[config.mk]
export PLATFORM = sky130hd
export DESIGN_NAME = bo_datapath_flat
export DESIGN_NICKNAME = d
export VERILOG_FILES = /design/src/rtl/bo_datapath_if.sv /design/src/rtl/bo_datapath.sv /design/src/flat_wrapper.sv
export SDC_FILE = /design/constraint.sdc
export NUM_CORES = 1
export LEC_CHECK = 0
export CORE_UTILIZATION = 50
export DETAILED_ROUTE_END_ITERATION = 16
export GPL_TIMING_DRIVEN = 0
export PLACE_DENSITY = 0.75
export SYNTH_ARGS = -nofsm -noshare
export SYNTH_HDL_FRONTEND = slang
export SYNTH_SLANG_ARGS = --single-unit
[constraint.sdc]
create_clock -name clk -period 4.1 [get_ports clk]
set_input_delay 0.615 -clock clk [delete_from_list [all_inputs] [get_ports clk]]
set_output_delay 0.615 -clock clk [all_outputs]
set_load 0.02 [all_outputs]
[src/rtl/bo_datapath_if.sv]
// Control/status bundle between the BO controller (master) and the datapath (slave).
interface bo_datapath_if #(parameter int WIDTH = 8);
    logic             LX, LS, LH;
    logic             SEL_ULA;
    logic [1:0]       M0, M1, M2;
    logic [WIDTH-1:0] DIN;
    logic [WIDTH-1:0] X, S, H;
    logic             Z, N, C, V;
    logic             XZ;

    modport master (
        output LX, LS, LH, SEL_ULA, M0, M1, M2, DIN,
        input  X, S, H, Z, N, C, V, XZ
    );

    modport slave (
        input  LX, LS, LH, SEL_ULA, M0, M1, M2, DIN,
        output X, S, H, Z, N, C, V, XZ
    );
endinterface

[src/rtl/bo_datapath.sv]
// Working registers X/S/H, single-cycle add/sub ALU, write-back mux and
// registered flags for the multi-cycle arithmetic unit.
module bo_datapath #(
    parameter int WIDTH = 8
) (
    input  logic         clk,
    input  logic         RST,
    bo_datapath_if.slave bus
);
    localparam int MSB = WIDTH - 1;

    logic [WIDTH-1:0] r_x, r_s, r_h;
    logic             r_z, r_n, r_c, r_v;

    logic [WIDTH-1:0] w_a, w_b, w_bop, w_r, w_wb;
    logic             w_cout, w_v, w_ld;

    assign w_ld = bus.LX | bus.LS | bus.LH;

    always_comb begin
        case (bus.M0)
            2'b00:   w_a = r_x;
            2'b01:   w_a = r_s;
            2'b10:   w_a = r_h;
            default: w_a = bus.DIN;
        endcase
        case (bus.M1)
            2'b00:   w_b = r_x;
            2'b01:   w_b = r_h;
            2'b10:   w_b = {{(WIDTH-1){1'b0}}, 1'b1};
            default: w_b = bus.DIN;
        endcase
    end

    // Subtract is A + ~B + 1, so the carry out doubles as "no borrow".
    assign w_bop = bus.SEL_ULA ? w_b : ~w_b;
    assign {w_cout, w_r} = {1'b0, w_a} + {1'b0, w_bop}
                         + {{WIDTH{1'b0}}, ~bus.SEL_ULA};
    assign w_v = bus.SEL_ULA
               ? ((w_a[MSB] == w_b[MSB]) && (w_r[MSB] != w_a[MSB]))
               : ((w_a[MSB] != w_b[MSB]) && (w_r[MSB] != w_a[MSB]));

    always_comb begin
        case (bus.M2)
            2'b00:   w_wb = w_r;
            2'b01:   w_wb = bus.DIN;
            2'b10:   w_wb = '0;
            default: w_wb = {w_r[WIDTH-2:0], 1'b0};
        endcase
    end

    always_ff @(posedge clk) begin
        if (RST) begin
            r_x <= '0;
            r_s <= '0;
            r_h <= '0;
            r_z <= 1'b0;
            r_n <= 1'b0;
            r_c <= 1'b0;
            r_v <= 1'b0;
        end else begin
            if (bus.LX) r_x <= w_wb;
            if (bus.LS) r_s <= w_wb;
            if (bus.LH) r_h <= w_wb;
            // Flags always describe the raw ALU result, whatever M2 selects.
            if (w_ld) begin
                r_z <= (w_r == '0);
                r_n <= w_r[MSB];
                r_c <= w_cout;
                r_v <= w_v;
            end
        end
    end

    assign bus.X  = r_x;
    assign bus.S  = r_s;
    assign bus.H  = r_h;
    assign bus.Z  = r_z;
    assign bus.N  = r_n;
    assign bus.C  = r_c;
    assign bus.V  = r_v;
    assign bus.XZ = (r_x == '0);
endmodule

[src/flat_wrapper.sv]
// flat-port wrapper written by rule: the top's interface ports become plain ports
module bo_datapath_flat 
#(
    parameter int WIDTH = 8
)
  (clk, RST, bus_LX, bus_LS, bus_LH, bus_SEL_ULA, bus_M0, bus_M1, bus_M2, bus_DIN, bus_X, bus_S, bus_H, bus_Z, bus_N, bus_C, bus_V, bus_XZ);
  bo_datapath_if #(.WIDTH(WIDTH)) bus_i ();
  input  logic clk;
  input  logic RST;
  input wire logic [$bits(bus_i.LX)-1:0] bus_LX;
  input wire logic [$bits(bus_i.LS)-1:0] bus_LS;
  input wire logic [$bits(bus_i.LH)-1:0] bus_LH;
  input wire logic [$bits(bus_i.SEL_ULA)-1:0] bus_SEL_ULA;
  input wire logic [$bits(bus_i.M0)-1:0] bus_M0;
  input wire logic [$bits(bus_i.M1)-1:0] bus_M1;
  input wire logic [$bits(bus_i.M2)-1:0] bus_M2;
  input wire logic [$bits(bus_i.DIN)-1:0] bus_DIN;
  output wire logic [$bits(bus_i.X)-1:0] bus_X;
  output wire logic [$bits(bus_i.S)-1:0] bus_S;
  output wire logic [$bits(bus_i.H)-1:0] bus_H;
  output wire logic [$bits(bus_i.Z)-1:0] bus_Z;
  output wire logic [$bits(bus_i.N)-1:0] bus_N;
  output wire logic [$bits(bus_i.C)-1:0] bus_C;
  output wire logic [$bits(bus_i.V)-1:0] bus_V;
  output wire logic [$bits(bus_i.XZ)-1:0] bus_XZ;
  assign bus_i.LX = bus_LX;
  assign bus_i.LS = bus_LS;
  assign bus_i.LH = bus_LH;
  assign bus_i.SEL_ULA = bus_SEL_ULA;
  assign bus_i.M0 = bus_M0;
  assign bus_i.M1 = bus_M1;
  assign bus_i.M2 = bus_M2;
  assign bus_i.DIN = bus_DIN;
  assign bus_X = bus_i.X;
  assign bus_S = bus_i.S;
  assign bus_H = bus_i.H;
  assign bus_Z = bus_i.Z;
  assign bus_N = bus_i.N;
  assign bus_C = bus_i.C;
  assign bus_V = bus_i.V;
  assign bus_XZ = bus_i.XZ;
  bo_datapath #(.WIDTH(WIDTH)) u_core (.clk(clk), .RST(RST), .bus(bus_i));
endmodule
Yosys cells after proc, flatten, opt, wreduce, memory -nomap -nowiden --
Index checks and enable logic that the tools add are counted.
Storage, ports and cells: memories kept 0, memory bits (read-only) 0, bits in latches 0, register bits 28, word-level logic and storage cells 34, bits in writable memories 0, bits of input ports 20, output and inout port bits 29
Cells by class: multipliers 0, add/sub/neg operators 2, equality and inequality tests 9, div/mod/pow operators 0, reduce and logical (&&, ||, !) cells 7, $lt $le $gt $ge 0, mux-type cells 5, bitwise logic cells 4, shifts and indexed selects 0
Operator list (number):
- $pmux W8 S3 | 3
- $logic_not A8 Y1 | 2
- $add A8 B8 Y9 | 1
- $add A9 B1 Y9 | 1
- $mux W8 | 1
- $not A8 Y8 | 1
- $eq A2 B1 Y1 const B | 3
- $eq A2 B2 Y1 const B | 3
- $logic_not A2 Y1 | 3
- $logic_and A1 B1 Y1 | 2
- $ne A1 B1 Y1 | 2
- $or A1 B1 Y1 | 2
- $eq A1 B1 Y1 | 1
- $mux W1 | 1
- $not A1 Y1 | 1

Depth between registers and ports, before layout --
Gate-level depths: netlist of the first run.
depth after elaboration 9, gate-level depth with buffers 14, depth with buffers taken out 11

Worst setup path before layout of the first run --
Ideal clock, no wire load.
path kind in2reg, start input port bus_M0[1], end register u_core.r_h[7] (netlist: u_core.bus.H[7]), library setup time 91 ps, required time 4009 ps, path buffers 1, setup slack 776 ps, cell stages on the path 11, arrival time 3233 ps, path through buf_6 -> mux4_2 -> o221ai_2 -> o21ai_0 -> fa_1 -> a21o_1 -> a211o_1 -> a2111oi_0 -> a41o_1 -> a221oi_1 -> a311oi_1
On the way: longest elaborated chain between the ends 5, elaborated cells on any way between the ends 7, classes of those cells 2 x add/sub; 2 x eq/ne; 2 x mux; 1 x reduce/logical
RTL lines:
- start: declaration | line flat_wrapper.sv:14 | input wire logic [$bits(bus_i.M0)-1:0] bus_M0;
- $eq A2 B2 Y1 (tied with other cells) | line bo_datapath.sv:21 | case (bus.M0)
- $pmux W8 S3 (*) | line bo_datapath.sv:21
- $add A8 B8 Y9 (*) | line bo_datapath.sv:37 | assign {w_cout, w_r} = {1'b0, w_a} + {1'b0, w_bop}
- $add A9 B1 Y9 (*) | line bo_datapath.sv:38 | + {{WIDTH{1'b0}}, ~bus.SEL_ULA};
- $pmux W8 S3 (*) | line bo_datapath.sv:44 | case (bus.M2)
- end signal: assignment | line bo_datapath.sv:64 | if (bus.LH) r_h <= w_wb;
- end: declaration | line bo_datapath.sv:12 | logic [WIDTH-1:0] r_x, r_s, r_h;
Every way passes the cells marked *; elsewhere a longest branch is shown, timed or not. A chain may end at the register's enable or synchronous reset.

Worst setup path in the final report of the first run --
start input port bus_M1[1], end register u_core.r_h[7] (netlist: u_core.bus.H[7])
On the way: longest elaborated chain between the ends 7, elaborated cells on any way between the ends 9, classes of those cells 2 x add/sub; 2 x eq/ne; 3 x mux; 1 x bitwise; 1 x reduce/logical
RTL lines:
- start: declaration | line flat_wrapper.sv:15 | input wire logic [$bits(bus_i.M1)-1:0] bus_M1;
- $eq A2 B2 Y1 (tied with other cells) | line bo_datapath.sv:27 | case (bus.M1)
- $pmux W8 S3 (*) | line bo_datapath.sv:27
- $not A8 Y8 | line bo_datapath.sv:36 | assign w_bop = bus.SEL_ULA ? w_b : ~w_b;
- $mux W8 (*) | line bo_datapath.sv:36
- $add A8 B8 Y9 (*) | line bo_datapath.sv:37
- $add A9 B1 Y9 (*) | line bo_datapath.sv:38
- $pmux W8 S3 (*) | line bo_datapath.sv:44
Marked as above.

==> results of run 1 <==
## cell usage after synthesis (all sizes together)
cell,instances,share of area [%]
nor2,35,6.0
dfxtp,28,26
nand2,21,3.6
a211oi,19,6.6
o21ai,16,3.7
clkbuf,15,3.0
mux2i,14,6.4
a21oi,12,2.8
xnor2,9,3.6
mux4,8,9.5
ha,7,4.0
inv,6,1.0
nor3b,6,2.1
buf,4,1.7
o211ai,4,1.4
a22oi,3,1.0
a311oi,3,1.2
o21a,3,1.0
or3,3,0.86
or4,3,1.0
a21o,2,0.69
nand3b,2,0.69
nand4,2,0.58
nor3,2,0.46
o221ai,2,1.9
o22a,2,0.86
or2,2,0.58
xor2,2,0.81
a2111oi,1,0.40
a211o,1,0.40
a221oi,1,0.40
a31oi,1,0.29
a41o,1,0.46
and2,1,0.29
bufbuf,1,1.5
fa,1,0.92
mux2,1,0.69
nand3,1,0.23
o21bai,1,0.35
o22ai,1,0.29
o31ai,1,0.35
o32ai,1,0.40
## worst max-delay path: stages
cell,delay (ns)
clkdlybuf4s50_1,0.48
bufbuf_16,0.27
and2_1,0.23
nand2_1,0.07
o21ai_0,0.12
xnor2_1,0.16
fa_1,0.47
a21o_1,0.21
a211o_1,0.33
a2111oi_1,0.40
a41o_1,0.16
a221oi_2,0.06
a311oi_1,0.31
## routing by layer
metal	global-route usage, %	part of all wire, %	vias to the layer above
met1	39.5	45	1008
met3	6.50	8.5	6
met2	44.2	45	89
met4	8.33	1.3	0
met5	0	0	-
li1	-	-	1021
## state kept, by name, indices dropped and copies added, names as in the netlist
register      flops
u_core.bus.H      8
u_core.bus.S      8
u_core.bus.X      8
u_core.bus.C      1
u_core.bus.N      1
u_core.bus.V      1
u_core.bus.Z      1
## stage by stage
step	TNS [ns]	utilization [%]	cell area, µm²
global placement	0	64.5	2640
floorplan	0	-	2170
finish	0	66.0	2700
detailed placement	-0.216	64.5	2640
CTS	0	65.9	2690
global route	0	66.0	2700
## cells in the final DEF (no fill, tap or decap), drive strengths merged, types with 2 or more instances in the layout
cell	netlist	layout
a211oi	19	19
a21o	2	2
a21oi	12	12
a22oi	3	3
a311oi	3	3
buf	4	4
clkbuf	15	18
clkdlybuf4s50	0	40
dfxtp	28	28
ha	7	7
inv	6	6
mux2i	14	14
mux4	8	8
nand2	21	21
nand3b	2	2
nand4	2	2
nor2	35	35
nor3	2	2
nor3b	6	6
o211ai	4	4
o21a	3	3
o21ai	16	16
o221ai	2	2
o22a	2	2
or2	2	2
or3	3	3
or4	3	3
xnor2	9	9
xor2	2	2
## final timing paths
check                          startpoint                            to  slack [ns]
min             u_core.bus.N$_SDFFE_PP0P_     u_core.bus.N$_SDFFE_PP0P_        0.46
max reg2reg  u_core.bus.X[0]$_SDFFE_PP0P_  u_core.bus.H[7]$_SDFFE_PP0P_        0.95
min reg2reg     u_core.bus.N$_SDFFE_PP0P_     u_core.bus.N$_SDFFE_PP0P_        0.46
max                             bus_M1[1]  u_core.bus.H[7]$_SDFFE_PP0P_        0.38
## repair_timing
action	CTS	global route
resized for setup	0	2
setup endpoints to repair	0	3
hold endpoints to repair	0	0
## kinds of logic after synthesis
logic type / after synthesis / share of synthesized area [%]
AO/OA/AOI/OAI: 75 / 24.5
XOR/XNOR: 11 / 4.43
adder cells (fa/ha/maj): 8 / 4.95
buffers and inverters: 26 / 7.31
flip-flops: 28 / 25.8
multiplexers: 23 / 16.6
AND/OR/NAND/NOR: 78 / 16.5
## power by group through the flow
stage                     Sequential [W]  Combinational (W)  Clock [W]
after floorplan                 0.000363           0.000285          0
after global placement          0.000334           0.000464          0
after detailed placement        0.000335           0.000467          0
after CTS                       0.000329           0.000472   0.000173
after global routing            0.000334           0.000521   0.000184
final                           0.000330           0.000483   0.000172
## area by class of cell
cell class | count | area (µm²) | share of cell area (%)
multi-input cells | 195 | 1460 | 54.2
well taps | 50 | 62.6 | 2.32
plain buffers | 19 | 133 | 4.92
clock buffers | 4 | 55.1 | 2.04
repair buffers | 40 | 400 | 14.8
flip-flops and latches | 28 | 561 | 20.8
inverters | 6 | 22.5 | 0.835
==> metrics, run 1 <==
Die H=a little under 70 µm; Finished Layout Cells=342; crit end category=flip-flop; Syn Inst Count=about 250; Clk pwr share=~18%; pin count of the biggest net entering global routing=16; run status=finished clean; skew final=0.00718 ns; Sw Share=roughly two fifths; clock root buffer=clkbuf_8; sequential cell area fraction in the yosys report=25.8%; Slew @ Worst Pin=0.652 ns; worst slack, placed=-0.0881 ns; post-synthesis net count=roughly 280; Post-Place Cells=roughly 340; final setup margin=0.376 ns; WP data required=4.29 ns; relative slew slack=between 50% and 60%; Core Area=between 0.004 and 0.005 mm²; Comb power frac=49.0%; number of antenna diodes=0; share of layout cells above drive strength 1=around 5.8%; fill count=about 350; post-CTS setup buffer count=0; DR vias=2124; total track usage=about 29%; WP data arrival=slightly below 4 ns; Vias/cell=between 6 and 7; max-cap violations=0; CTS Buffer Depth=2; final setup fails=0; worst-path fanout max=10; row count=23; PD cells=between 300 and 400 mW/mm²; Yosys cell types=48; GRT Residual Overflow=0; Initial Util=53.2%; Critical Path Source Type=input port; YS warnings=0; crit path kind=input port to flip-flop; Pins Over Slew Limit=0; cts bufs inserted=3; Worst Hold Depth=2; Power Total=approximately 0.001 W; smallest hold slack=roughly 0.46 ns; DR pass1 iterations=5; synthesis-stage register bit count=28; # DRC=0; final hold violation count=0; Area Overhead vs Synth=24.0%; Max Fclk=~270 MHz; Psw=between 0.0003 and 0.0004 W; vias in the first global route=around 2000; die area=approximately 0.0046 mm²; antenna violations before repair=0; # IOs=49; # hold bufs at CTS=0; Synth Area per Inst=around 8.7 µm²; maximum vdd drop=slightly below 200 µV; first-pass GRT wire length=9770 µm; final worst path period need=~3.7 ns; Sequential Power Share=between 30% and 40%; worst hold-check path type=flip-flop to flip-flop; Die X=approximately 68 µm; leakage=roughly 1.1 nW; CTS tree=done; routability congestion estimate=just over 0.9; Post-DRT Antenna Nets=0; Final period util=between 90% and 100%; drt wl/cell=around 18 µm; post-DP HPWL=between 4000 and 5000 µm; nets=321; Netlist Area Pre-Place=0.00217 mm²; drt initial violations=207; clk sinks=28; Worst-Skew Late Latency=0.27 ns; Port Buffers=40; Reg clk slew, reported paths=0.10 ns; H-tree depth=1; P_int=approximately 0.00059 W; RSZ-0062 raised after global routing=false; DRT Wirelength=6200 µm; Worst R2R Path Depth=10
Note: power is estimated with default switching activity, not from simulation.
==> run 2, diff against run 1 <==
--- a/config.mk
+++ b/config.mk
@@ -7,6 +7,7 @@
 export LEC_CHECK = 0
 export CORE_UTILIZATION = 50
 export DETAILED_ROUTE_END_ITERATION = 16
+export GPL_ROUTABILITY_DRIVEN = 0
 export GPL_TIMING_DRIVEN = 0
 export PLACE_DENSITY = 0.75
 export SYNTH_ARGS = -nofsm -noshare
==> run 2 against run 1 <==
  * Design area shrank 0.14%
  * Maximum frequency down 3.3%
  * First-iteration DRC count down 40%
  * Power shrank 0.85%
  * Routed wire length is 1.3% lower
  * Utilization is 0.092 points lower
  * Cell count increased by 0.29%
  * Non-clock buffer count increased by 1
  * Register-to-register slack worse by 0.05 ns
  * Critical path depth rose by 1
  * Via count is 0.28% lower
  * Global-route usage down 0.43 points
  * Critical endpoint unchanged
==> metrics, run 2 (synthesis results as in run 1) <==
Area Overhead vs Synth=23.8%; max-cap violations=0; most frequent cells in the layout=clkdlybuf4s50_1, nor2_1, dfxtp_1, nand2_1, a211oi_1; fill count=between 300 and 400; post-DP HPWL=~5000 µm; vias in the first global route=roughly 1900; Buf/Inv on CP=3; CP startpoint=bus_M1[1]; # hold bufs at CTS=0; crit path cell chain=clkdlybuf4s50_1, bufbuf_16, and2_1, clkbuf_1, nand2_1, o21ai_0, xnor2_1, ha_1, nand2_1, or2_2, o221ai_4, mux2i_1, a221oi_1, a311oi_1; drt initial violations=roughly 130; commonest non-fill, non-tap cell in the layout=clkdlybuf4s50_1; first-pass GRT wire length=between 9000 and 10000 µm; PostCTS Resize Cnt=0; Power Total=roughly 0.001 W; skew final=about 0.009 ns; nets=322; relative slew slack=approximately 56%; Comb power frac=between 40 and 50%; Die X=slightly below 70 µm; die area=between 0.004 and 0.005 mm²; DR pass1 iterations=4; run status=finished clean; cts bufs inserted=3; GRT Residual Overflow=0; DR vias=around 2100; Sw Share=39.4%; Pins Over Slew Limit=0; Initial Util=between 50 and 60%; Die H=about 68 µm; Multi-input gate area=0.00146 mm²; Worst-Skew Late Latency=about 0.28 ns; smallest hold slack=0.464 ns; worst-path fanout max=10; Core Area=a little over 0.004 mm²; share of layout cells above drive strength 1=~5.5%; post-CTS setup buffer count=0; crit end category=flip-flop; r2r setup slk=0.90 ns; Slew @ Worst Pin=roughly 0.66 ns; pin count of the biggest net entering global routing=16; antenna violations before repair=0; number of antenna diodes=0; WP data required=4.24 ns; crit-path leading delay family=compound AO/OA/AOI/OAI gates; RSZ-0062 raised after global routing=false; # IOs=a little under 50; Fin Setup TNS=0 ns; crit-path most repeated cell=nand2_1; PD cells=approximately 360 mW/mm²; clk sinks=28; Max Fclk=between 200 and 300 MHz; slowest library cell on the worst path=a221oi_1; Port Buffers=40; H-tree depth=1; P_int=0.000592 W; Hold Crit Start=u_core.bus.N$_SDFFE_PP0P_; final worst path period need=just under 4 ns; total track usage=28.2%; Seq. cell area=between 500 and 600 µm²; final setup fails=0; Vias/cell=between 6 and 7; clock root buffer=clkbuf_8; drt wl/cell=about 18 µm; worst hold-check path type=flip-flop to flip-flop; max incr delay on CP=0.56 ns; Sequential Power Share=about 34%; Reg clk slew, reported paths=about 0.1 ns; Final period util=94.0%; Post-DRT Antenna Nets=0; RR Startpoint=u_core.bus.X[0]$_SDFFE_PP0P_; DRT Wirelength=between 6000 and 7000 µm; final hold violation count=0; leakage=roughly 1.0 nW; row count=23; Clk pwr share=between 10% and 20%; Critical Path Source Type=input port; crit path kind=input port to flip-flop; WP data arrival=3.99 ns; Psw=approximately 0.00038 W; CTS Buffer Depth=2; CTS tree=done; maximum vdd drop=approximately 240 µV; # DRC=0
## run 2: through the flow
step	utilization, %	std cells	area [µm²]	setup WS [ns]
after detailed placement	64.5	339	2640	-0.0207
after CTS	65.9	343	2690	0.258
after global placement	64.5	339	2640	0.00180
after floorplan	-	249	2170	0.776
final	65.9	343	2690	0.248
after global routing	65.9	343	2690	0.0333
## run 2: worst paths after layout
kind,end,depth (start not counted)
setup reg to reg,u_core.bus.H[7]$_SDFFE_PP0P_,10
hold reg to reg,u_core.bus.N$_SDFFE_PP0P_,2
setup / recovery,u_core.bus.H[7]$_SDFFE_PP0P_,14
hold / removal,u_core.bus.N$_SDFFE_PP0P_,2
## run 2: tightest hold or removal path, delay by kind of cell, from the launching register on
kind            cells  cell delay (ns)
flops               1             0.32
simple gates        1             0.05
compound gates      1             0.05
## run 2: layer usage
metal	up-vias	wire length [µm]	global-route usage, %
met5	-	0	0
met4	0	151	9.38
met3	18	443	4.67
met2	96	2680	43.9
met1	981	2840	39.3
li1	1023	-	-
## run 2: layout make-up
type	count	share of cell area (%)
plain buffers	20	5.07
clock buffers	4	2.04
inverters	6	0.836
multi-input cells	195	54.0
flip-flops and latches	28	20.8
well taps	50	2.32
repair buffers	40	14.9
## run 2: power groups by stage
stage               clock network [W]  registers, W  logic (W)
finish                       0.000172      0.000329   0.000476
global route                 0.000185      0.000335   0.000513
CTS                          0.000173      0.000329   0.000473
detailed placement                  0      0.000335   0.000470
global placement                    0      0.000334   0.000462
floorplan                           0      0.000363   0.000285
==> run 3, diff against run 2 <==
--- a/config.mk
+++ b/config.mk
@@ -7,9 +7,10 @@
 export LEC_CHECK = 0
 export CORE_UTILIZATION = 50
 export DETAILED_ROUTE_END_ITERATION = 16
+export DONT_BUFFER_PORTS = 1
 export GPL_ROUTABILITY_DRIVEN = 0
 export GPL_TIMING_DRIVEN = 0
-export PLACE_DENSITY = 0.75
+export PLACE_DENSITY = 0.61
 export SYNTH_ARGS = -nofsm -noshare
 export SYNTH_HDL_FRONTEND = slang
 export SYNTH_SLANG_ARGS = --single-unit
==> run 3 against run 2 <==
  * Critical path type unchanged
  * Routed wire length fell by 2.6%
  * Cell count shrank 12%
  * Non-clock buffer count shrank 40
==> metrics, run 3 (synthesis results as in run 1) <==
vias in the first global route=around 1800; cts bufs inserted=3; leakage=0.903 nW; die area=about 0.0046 mm²; DRT Wirelength=approximately 6000 µm; terminus of the critical flop-to-flop path=u_core.bus.S[7]$_SDFFE_PP0P_; drt initial violations=~150; row count=23; Die X=between 60 and 70 µm; most frequent cells in the layout=nor2_1, dfxtp_1, nand2_1, a211oi_1, o21ai_0; worst-path fanout max=10; Hold Crit Start=u_core.bus.N$_SDFFE_PP0P_; # DRC=0; number of antenna diodes=0; run status=finished clean; Critical Path Source Type=input port; DR vias=approximately 1900; nets=approximately 280; post-CTS setup buffer count=0; Post-Place Cells=around 300; # IOs=49; WP data required=4.24 ns; DR pass1 iterations=4; CP startpoint=bus_M1[1]; Fin Setup TNS=0 ns; Finished Layout Cells=between 300 and 400; pin count of the biggest net entering global routing=16; Pins Over Slew Limit=0; Worst Hold Depth=2; Worst R2R Path Depth=10; antenna violations before repair=0; Core Area=roughly 0.0041 mm²; Slew @ Worst Pin=between 0.6 and 0.7 ns; final worst path period need=~3.3 ns; Reg clk slew, reported paths=~0.090 ns; Port Buffers=0; RSZ-0062 raised after global routing=false; fin util=a little under three fifths; final setup fails=0; first-pass GRT wire length=between 9000 and 10000 µm; Initial Util=between 50% and 60%; Die H=68.0 µm; r2r setup slk=between 0.8 and 0.9 ns; Area Overhead vs Synth=5.41%; drt wl/cell=19.7 µm; Final period util=between 80 and 90%; Max Fclk=299 MHz; worst hold-check path type=flip-flop to flip-flop; Post-DRT Antenna Nets=0; clk sinks=28; commonest non-fill, non-tap cell in the layout=nor2_1; skew final=0.00300 ns; Vias/cell=6.37; PD cells=between 300 and 400 mW/mm²; CTS Buffer Depth=2; PostCTS Resize Cnt=0; relative slew slack=a little under three fifths; max-cap violations=0; RR Startpoint=u_core.bus.X[0]$_SDFFE_PP0P_; crit end category=flip-flop; post-DP HPWL=4830 µm; GRT Residual Overflow=0; hold endpoint=u_core.bus.N$_SDFFE_PP0P_; WP data arrival=3.48 ns; Worst-Skew Late Latency=0.28 ns; # hold bufs at CTS=0; maximum vdd drop=about 210 µV; final hold violation count=0; crit path kind=input port to flip-flop; CTS tree=done; clock root buffer=clkbuf_8; H-tree depth=1; total track usage=a little over a quarter; share of layout cells above drive strength 1=approximately 6.3%
-- run 3: how the worst max path moves through the flow --
stage / endpoint / slack [ns] / cells after the start
floorplan: u_core.bus.H[7]$_SDFFE_PP0P_ / 0.78 / 11
global placement: u_core.bus.X[7]$_SDFFE_PP0P_ / 0.48 / 13
detailed placement: u_core.bus.S[7]$_SDFFE_PP0P_ / 0.50 / 13
CTS: u_core.bus.S[7]$_SDFFE_PP0P_ / 0.76 / 13
global route: u_core.bus.X[7]$_SDFFE_PP0P_ / 0.52 / 13
finish: u_core.bus.S[7]$_SDFFE_PP0P_ / 0.76 / 13
-- run 3: stage by stage --
stage | total power [W] | worst slack, ns | hold WS [ns] | instance area (µm²)
final | 0.000908 | 0.755 | 0.559 | 2290
after global routing | 0.000959 | 0.518 | 0.612 | 2290
after CTS | 0.000909 | 0.760 | 0.561 | 2290
after detailed placement | 0.000734 | 0.498 | 0.547 | 2240
after global placement | 0.000731 | 0.482 | 0.543 | 2240
after floorplan | 0.000648 | 0.776 | 0.530 | 2170
-- run 3: layout make-up --
| type | count | area [µm²] |
|---|---|---|
| multi-input cells | 195 | 1460 |
| well taps | 50 | 62.6 |
| plain buffers | 20 | 136 |
| fillers | 400 | 1790 |
| clock buffers | 4 | 55.1 |
| inverters | 6 | 22.5 |
| flip-flops and latches | 28 | 561 |
-- run 3: per-layer routing --
layer | vias up | share of wire, % | global-route usage (%)
li1 | 943 | - | -
met1 | 919 | 48 | 38.8
met2 | 60 | 44 | 41.3
met3 | 8 | 5.6 | 4.83
met4 | 0 | 1.9 | 8.07
met5 | - | 0 | 0
-- run 3: power by group --
part           leakage, nW  switching (W)  internal (W)  total, W
combinational        0.643       0.000220      0.000148  0.000368
sequential           0.231      0.0000674      0.000301  0.000369
clock               0.0288      0.0000855     0.0000861  0.000172
total                0.903       0.000373      0.000535  0.000908
-- run 3: worst max-delay path, stage by stage --
cell and delay, ns:
bufbuf_16 0.25, and2_1 0.13, clkbuf_1 0.15, nand2_1 0.09
o21ai_0 0.10, xnor2_1 0.14, ha_1 0.36, nand2_1 0.12
or2_2 0.32, o221ai_4 0.27, mux2i_1 0.21, a221oi_1 0.54
a311oi_1 0.18
